==> src/rtl/core_dbg_regs.sv <==
// core_dbg_regs
//   Debug register block with byte-strobed general registers, a read-only
//   status register, and an instruction transfer register (ITR) that feeds
//   a small FIFO towards the fetch unit.
//
// Ports
//   clk        single clock
//   rst        asynchronous, active-high reset
//   req        one-cycle access request, sampled on rising clk
//   wr_rd      1 = write, 0 = read
//   addr       register address
//   wdata      write data
//   wstrb      byte write enables
//   rdata      registered read data, holds between reads
//   rd_ready   one-cycle pulse, cycle after a read request
//   err        one-cycle pulse, same timing as rd_ready
//   itr_valid  ITR queue not empty
//   itr_insn   ITR queue head
//   itr_ready  fetch accepts the head
//   itr_count  ITR queue occupancy
//
// Status register layout: [CW-1:0] count, [CW] empty, [CW+1] full,
// [CW+2] sticky overflow (write 1 to clear), other bits 0.

module core_dbg_regs #(
  parameter int  ADDR_WIDTH  = 5,
  parameter int  DATA_WIDTH  = 32,
  parameter int  NUM_REGS    = 32,
  parameter int  ITR_ADDR    = 3,
  parameter int  STATUS_ADDR = 4,
  parameter int  ITR_DEPTH   = 4,
  localparam int CW          = $clog2(ITR_DEPTH + 1)
) (
  input  logic                    clk,
  input  logic                    rst,
  input  logic                    req,
  input  logic                    wr_rd,
  input  logic [ADDR_WIDTH-1:0]   addr,
  input  logic [DATA_WIDTH-1:0]   wdata,
  input  logic [DATA_WIDTH/8-1:0] wstrb,
  output logic [DATA_WIDTH-1:0]   rdata,
  output logic                    rd_ready,
  output logic                    err,
  output logic                    itr_valid,
  output logic [DATA_WIDTH-1:0]   itr_insn,
  input  logic                    itr_ready,
  output logic [CW-1:0]           itr_count
);

  localparam int NB = DATA_WIDTH / 8;
  localparam int PW = $clog2(ITR_DEPTH);
  localparam int IW = (NUM_REGS > 1) ? $clog2(NUM_REGS) : 1;

  logic [DATA_WIDTH-1:0] regs    [NUM_REGS];
  logic [DATA_WIDTH-1:0] itr_mem [ITR_DEPTH];
  logic [PW-1:0]         wr_ptr;
  logic [PW-1:0]         rd_ptr;
  logic                  overflow;

  logic                  acc_rd;
  logic                  acc_wr;
  logic                  in_range;
  logic                  is_itr;
  logic                  is_status;
  logic                  strb_full;
  logic                  q_full;
  logic                  q_empty;
  logic                  pop;
  logic                  push_req;
  logic                  push;
  logic                  ovf_set;
  logic                  ovf_clr;
  logic                  reg_we;
  logic                  err_nxt;
  logic [IW-1:0]         idx;
  logic [DATA_WIDTH-1:0] wmask;
  logic [DATA_WIDTH-1:0] status;
  logic [DATA_WIDTH-1:0] rd_val;

  assign q_full    = (itr_count == CW'(ITR_DEPTH));
  assign q_empty   = (itr_count == '0);
  assign itr_valid = ~q_empty;
  assign itr_insn  = itr_mem[rd_ptr];

  always_comb begin
    acc_rd    = req & ~wr_rd;
    acc_wr    = req & wr_rd;
    // NUM_REGS may equal 2**ADDR_WIDTH, so compare one bit wider
    in_range  = ({1'b0, addr} < (ADDR_WIDTH + 1)'(NUM_REGS));
    is_itr    = (addr == ADDR_WIDTH'(ITR_ADDR));
    is_status = (addr == ADDR_WIDTH'(STATUS_ADDR));
    strb_full = &wstrb;
    idx       = addr[IW-1:0];

    pop       = itr_valid & itr_ready;
    push_req  = acc_wr & in_range & is_itr & strb_full;
    // a simultaneous pop frees the slot, so a full queue still accepts
    push      = push_req & (~q_full | pop);
    ovf_set   = push_req & q_full & ~pop;
    ovf_clr   = acc_wr & in_range & is_status & wdata[CW+2];
    reg_we    = acc_wr & in_range & ~is_status;

    err_nxt   = (req & ~in_range)
              | (acc_wr & in_range & is_itr & (~strb_full | ovf_set));

    wmask = '0;
    for (int b = 0; b < NB; b++) begin
      wmask[b*8 +: 8] = {8{wstrb[b]}};
    end

    status             = '0;
    status[CW-1:0]     = itr_count;
    status[CW]         = q_empty;
    status[CW+1]       = q_full;
    status[CW+2]       = overflow;

    if (!in_range) begin
      rd_val = '0;
    end else if (is_status) begin
      rd_val = status;
    end else begin
      rd_val = regs[idx];
    end
  end

  always_ff @(posedge clk or posedge rst) begin
    if (rst) begin
      for (int i = 0; i < NUM_REGS; i++) begin
        regs[i] <= '0;
      end
      for (int i = 0; i < ITR_DEPTH; i++) begin
        itr_mem[i] <= '0;
      end
      wr_ptr    <= '0;
      rd_ptr    <= '0;
      itr_count <= '0;
      overflow  <= 1'b0;
      rdata     <= '0;
      rd_ready  <= 1'b0;
      err       <= 1'b0;
    end else begin
      rd_ready <= acc_rd;
      err      <= err_nxt;

      if (acc_rd) begin
        rdata <= rd_val;
      end

      if (reg_we) begin
        regs[idx] <= (regs[idx] & ~wmask) | (wdata & wmask);
      end

      // when full, wr_ptr == rd_ptr; the head is overwritten only when it
      // is being popped on this same edge
      if (push) begin
        itr_mem[wr_ptr] <= wdata;
        wr_ptr          <= wr_ptr + PW'(1);
      end
      if (pop) begin
        rd_ptr <= rd_ptr + PW'(1);
      end

      case ({push, pop})
        2'b10:   itr_count <= itr_count + CW'(1);
        2'b01:   itr_count <= itr_count - CW'(1);
        default: itr_count <= itr_count;
      endcase

      if (ovf_set) begin
        overflow <= 1'b1;
      end else if (ovf_clr) begin
        overflow <= 1'b0;
      end
    end
  end

endmodule

==> config.mk <==
export PLATFORM = sky130hd
export DESIGN_NAME = core_dbg_regs
export DESIGN_NICKNAME = d
export VERILOG_FILES = /design/src/rtl/core_dbg_regs.sv
export SDC_FILE = /design/constraint.sdc
export NUM_CORES = 2
export LEC_CHECK = 0
export ABC_AREA = 1
export BUFFER_PORTS_ARGS = -buffer_cell sky130_fd_sc_hd__buf_2
export CAP_MARGIN = 20
export CORE_ASPECT_RATIO = 1.25
export CORE_MARGIN = 8
export CORE_UTILIZATION = 30
export CTS_CLUSTER_SIZE = 24
export DETAILED_ROUTE_END_ITERATION = 8
export GPL_ROUTABILITY_DRIVEN = 0
export PLACE_DENSITY = 0.44
export REMOVE_ABC_BUFFERS = 1
export SLEW_MARGIN = 20
export SYNTH_ARGS = -nofsm -noshare
export SYNTH_HDL_FRONTEND = slang
export SYNTH_SLANG_ARGS = --single-unit
==> constraint.sdc <==
create_clock -name clk -period 43.8 [get_ports clk]
set_input_delay 4.38 -clock clk [delete_from_list [all_inputs] [get_ports clk]]
set_output_delay 4.38 -clock clk [all_outputs]
set_load 0.02 [all_outputs]
==> key figures <==
Logic synthesis
  • Post-synth top area share: 50.68%
  • Mux share of post-synthesis cell area: 0%
  • Cell taking the most area after synthesis: dfrtp_1
  • Synth Area per Inst: roughly 7 sq um
  • Register bit total from synthesis: about 1,200
  • Simple-Gate Fraction of Synth Area: 41.52%
  • Sequential share of the synthesized area: 50.68%
  • Post-synthesis cell type count: 27
  • Largest family of logic cells by synthesized area: simple AND/OR/NAND/NOR gates
  • Synthesized-area fraction occupied by adder cells: 0.1401%
  • Ys Warns: 0
  • Compound-cell area share of the yosys netlist: under 10%
  • Synth Area in XOR/XNOR: 0.05943%
  • Top cells by area in the synthesized netlist: dfrtp_1 51%, nand2_1 31%, nand3_1 9.0%
  • Post-Synthesis Cells: 8,326
  • Cell Area, Synth: just under 60,000 sq um

Floorplanning
  • Initial Util: a little under a third
  • Boundary Pins: 116
  • Chip Height: 511.6 microns
  • Die width: 412.5 microns
  • # rows: 182
  • Full die area: 211,000 sq um
  • Core area: 196,100 sq um

Clock network
  • Clock slew at reported path FFs: 60 ps
  • Clock sink count: 1,194
  • Clk buf depth: 3
  • CTS root buf: clkbuf_16
  • Clk_lat worst skew: about 800 ps
  • CTS tree: built
  • Post-cts sizing count: 0
  • Post-CTS Setup Bufs: 0
  • CTS buffer count: 135
  • H-tree Lvls: 4
  • Hold buffers post-CTS: 0

Place
  • IO buf count: 115
  • Hpwl dp: 142,200 microns
  • Placed cells: 10,540

STA
  • TNS Setup: 0 ps
  • Slew Limit Fails: 0
  • Final Hold Fails: 0
  • Worst-case clock skew: just under 40 ps
  • Final Cycle Share: 19.58%
  • Setup violations, final: 0
  • Min Tclk post-route: 8578 ps
  • RSZ-0062 raised after global routing: no
  • Worst Max-Slew Pin Slew: 1182 ps
  • Worst rel slew slack: a little over a fifth
  • Fmax: 116.6 MHz

Worst setup path
  • CP startpoint: addr[0]
  • R2R setup slack: 41,160 ps
  • CP Data Arrival Time: 9300 ps
  • Critical path's slowest cell: inv_8
  • CP Class: input pin to flip-flop
  • Worst r2r dst: regs[705]
  • Critical R2R Launch: regs[1]
  • Worst setup EP type: flip-flop
  • Critical Path RT: ~45,000 ps
  • Slowest cell delay on critical path: a little under 900 ps
  • CP most frequent cell: nand2_1
  • Crit Path Max Fanout: ~130
  • CP startpoint kind: input pin
  • Worst path cell trace: buf_8, inv_8, buf_4, buf_4, nand2_1, nand2_1, nand2_1, nand2_1, nand2_1, nand2_1, nor2_1, nand3_1, buf_4, nand3_1, nand2_1
  • Reg2Reg Depth: 10
  • Crit path to: regs[165]

Pwr
  • Pleak: 37.01 nW
  • Power per cell area: 44.55 nW/um^2
  • VDD IR-drop max: between 40 and 50 uV

Drt
  • DR iter-0 viols: 6,149
  • Vias post-DR: 55,550
  • Drt drc: 0
  • Post-route ant nets: 0
  • DR vias/cell: 5.152
  • Average routed wire per standard cell: 24.43 microns
  • First-pass iteration count of the detailed router: 6
  • Total Wirelength: 263,400 microns

Cells and area
  • Layout area overhead: 12.13%
  • Commonest non-fill, non-tap cell in the layout: nand2_1
  • Final net count: 8,151
  • Post-route insts no fill: 10,780
  • Share of cells above drive strength 1: 7.462%
  • Most frequent cells in the layout: 4,868 x nand2_1, 1,193 x dfrtp_1, 1,058 x nand3_1

Global routing
  • Total GRT Usage: 24.43%
  • Pin count of the biggest net entering global routing: 160
  • Total grt overflow: 0
  • Number of global-route vias before repair: between 50,000 and 60,000
  • First-pass GRT wire length: 385,300 microns
  • Initial antenna violation count: 15

Hold path
  • Hold WC Path Type: flip-flop to flip-flop

Run
  • Max Cap Violations: 0

Status
  • Status: complete, no violations
-- synth_stat cells --
cell type	number
a21oi_1	5
buf_1	108
buf_2	310
buf_4	5
clkbuf_1	234
clkinv_1	1
dfrtp_1	1194
fa_1	1
ha_1	5
inv_1	60
inv_2	43
nand2_1	4876
nand2_2	6
nand2_4	1
nand3_1	1062
nor2_1	153
nor2_2	13
nor2_4	2
nor3_1	1
nor3_2	9
nor3_4	2
nor4_1	1
o21ai_0	70
o21ai_1	128
o22ai_1	32
xnor2_1	1
xor2_1	3
-- worst min-delay path by stage --
stage,start,end,slack (ps),cells past startpoint
2_1_floorplan,regs[864],regs[864],350,0
3_3_place_gp,regs[895],regs[895],360,0
3_5_place_dp,regs[868],regs[868],370,0
4_1_cts,regs[873],regs[873],380,0
5_1_grt,regs[873],regs[873],380,0
6_report,regs[873],regs[873],370,0
-- through the flow --
| stage | power [mW] | cell area [sq um] | hold WS [ps] | util (%) | setup slack (ps) |
|---|---|---|---|---|---|
| final | 2.945 | 66110 | 374.7 | 33.72 | 35220 |
| after global routing | 3.081 | 66100 | 384.8 | 33.71 | 34550 |
| after CTS | 2.975 | 66090 | 378.8 | 33.71 | 35120 |
| after detailed placement | 1.780 | 61600 | 365.6 | 31.42 | 34240 |
| after global placement | 1.777 | 61590 | 364.9 | 31.41 | 34260 |
| after floorplan | 1.585 | 56080 | 354.0 | - | 5784 |
-- flip-flops by register name (all words and copies together), names as in the netlist --
register and count:
regs 1024, overflow 1, rd_ptr 2, wr_ptr 2
itr_mem 128, rdata 32, itr_count 3, rd_ready 1
err 1
-- logic make-up after synthesis --
group                      Yosys count
adders and majority gates            6
xor gates and xnor gates             4
AOI/OAI and AO/OA                  235
DFF                               1194
buffers and inverters              761
and+or+nand+nor                   6126
-- where the power goes --
part           total, mW  leakage (nW)  internal, mW  switching, mW
Sequential          1.27          16.2          1.21         0.0579
Clock               1.19          2.22         0.685          0.501
Combinational      0.492          18.6         0.140          0.352
Total               2.95          37.0          2.03          0.911
-- critical path: cells and delay by family --
family	cells	cell delay (ps)
buf+inv	5	3120
simple gates	10	1340
-- layer usage --
layer	track usage (%)	vias to the layer above	routed length [microns]
li1	-	25390	-
met1	31.66	27420	111200
met2	40.22	2198	122200
met3	4.030	536	17660
met4	10.40	8	12240
met5	0	-	55
-- cell type report --
type / count / area [sq um]
Antenna cell: 4 / 10.01
Multi-Input combinational cell: 6371 / 26080
Clock buffer: 201 / 4034
Sequential cell: 1194 / 29880
Clock inverter: 39 / 460.4
Tap cell: 2576 / 3223
Fill cell: 21030 / 130000
Timing Repair Buffer: 293 / 1998
Inverter: 104 / 420.4
Power figures use the tool's default switching activity.
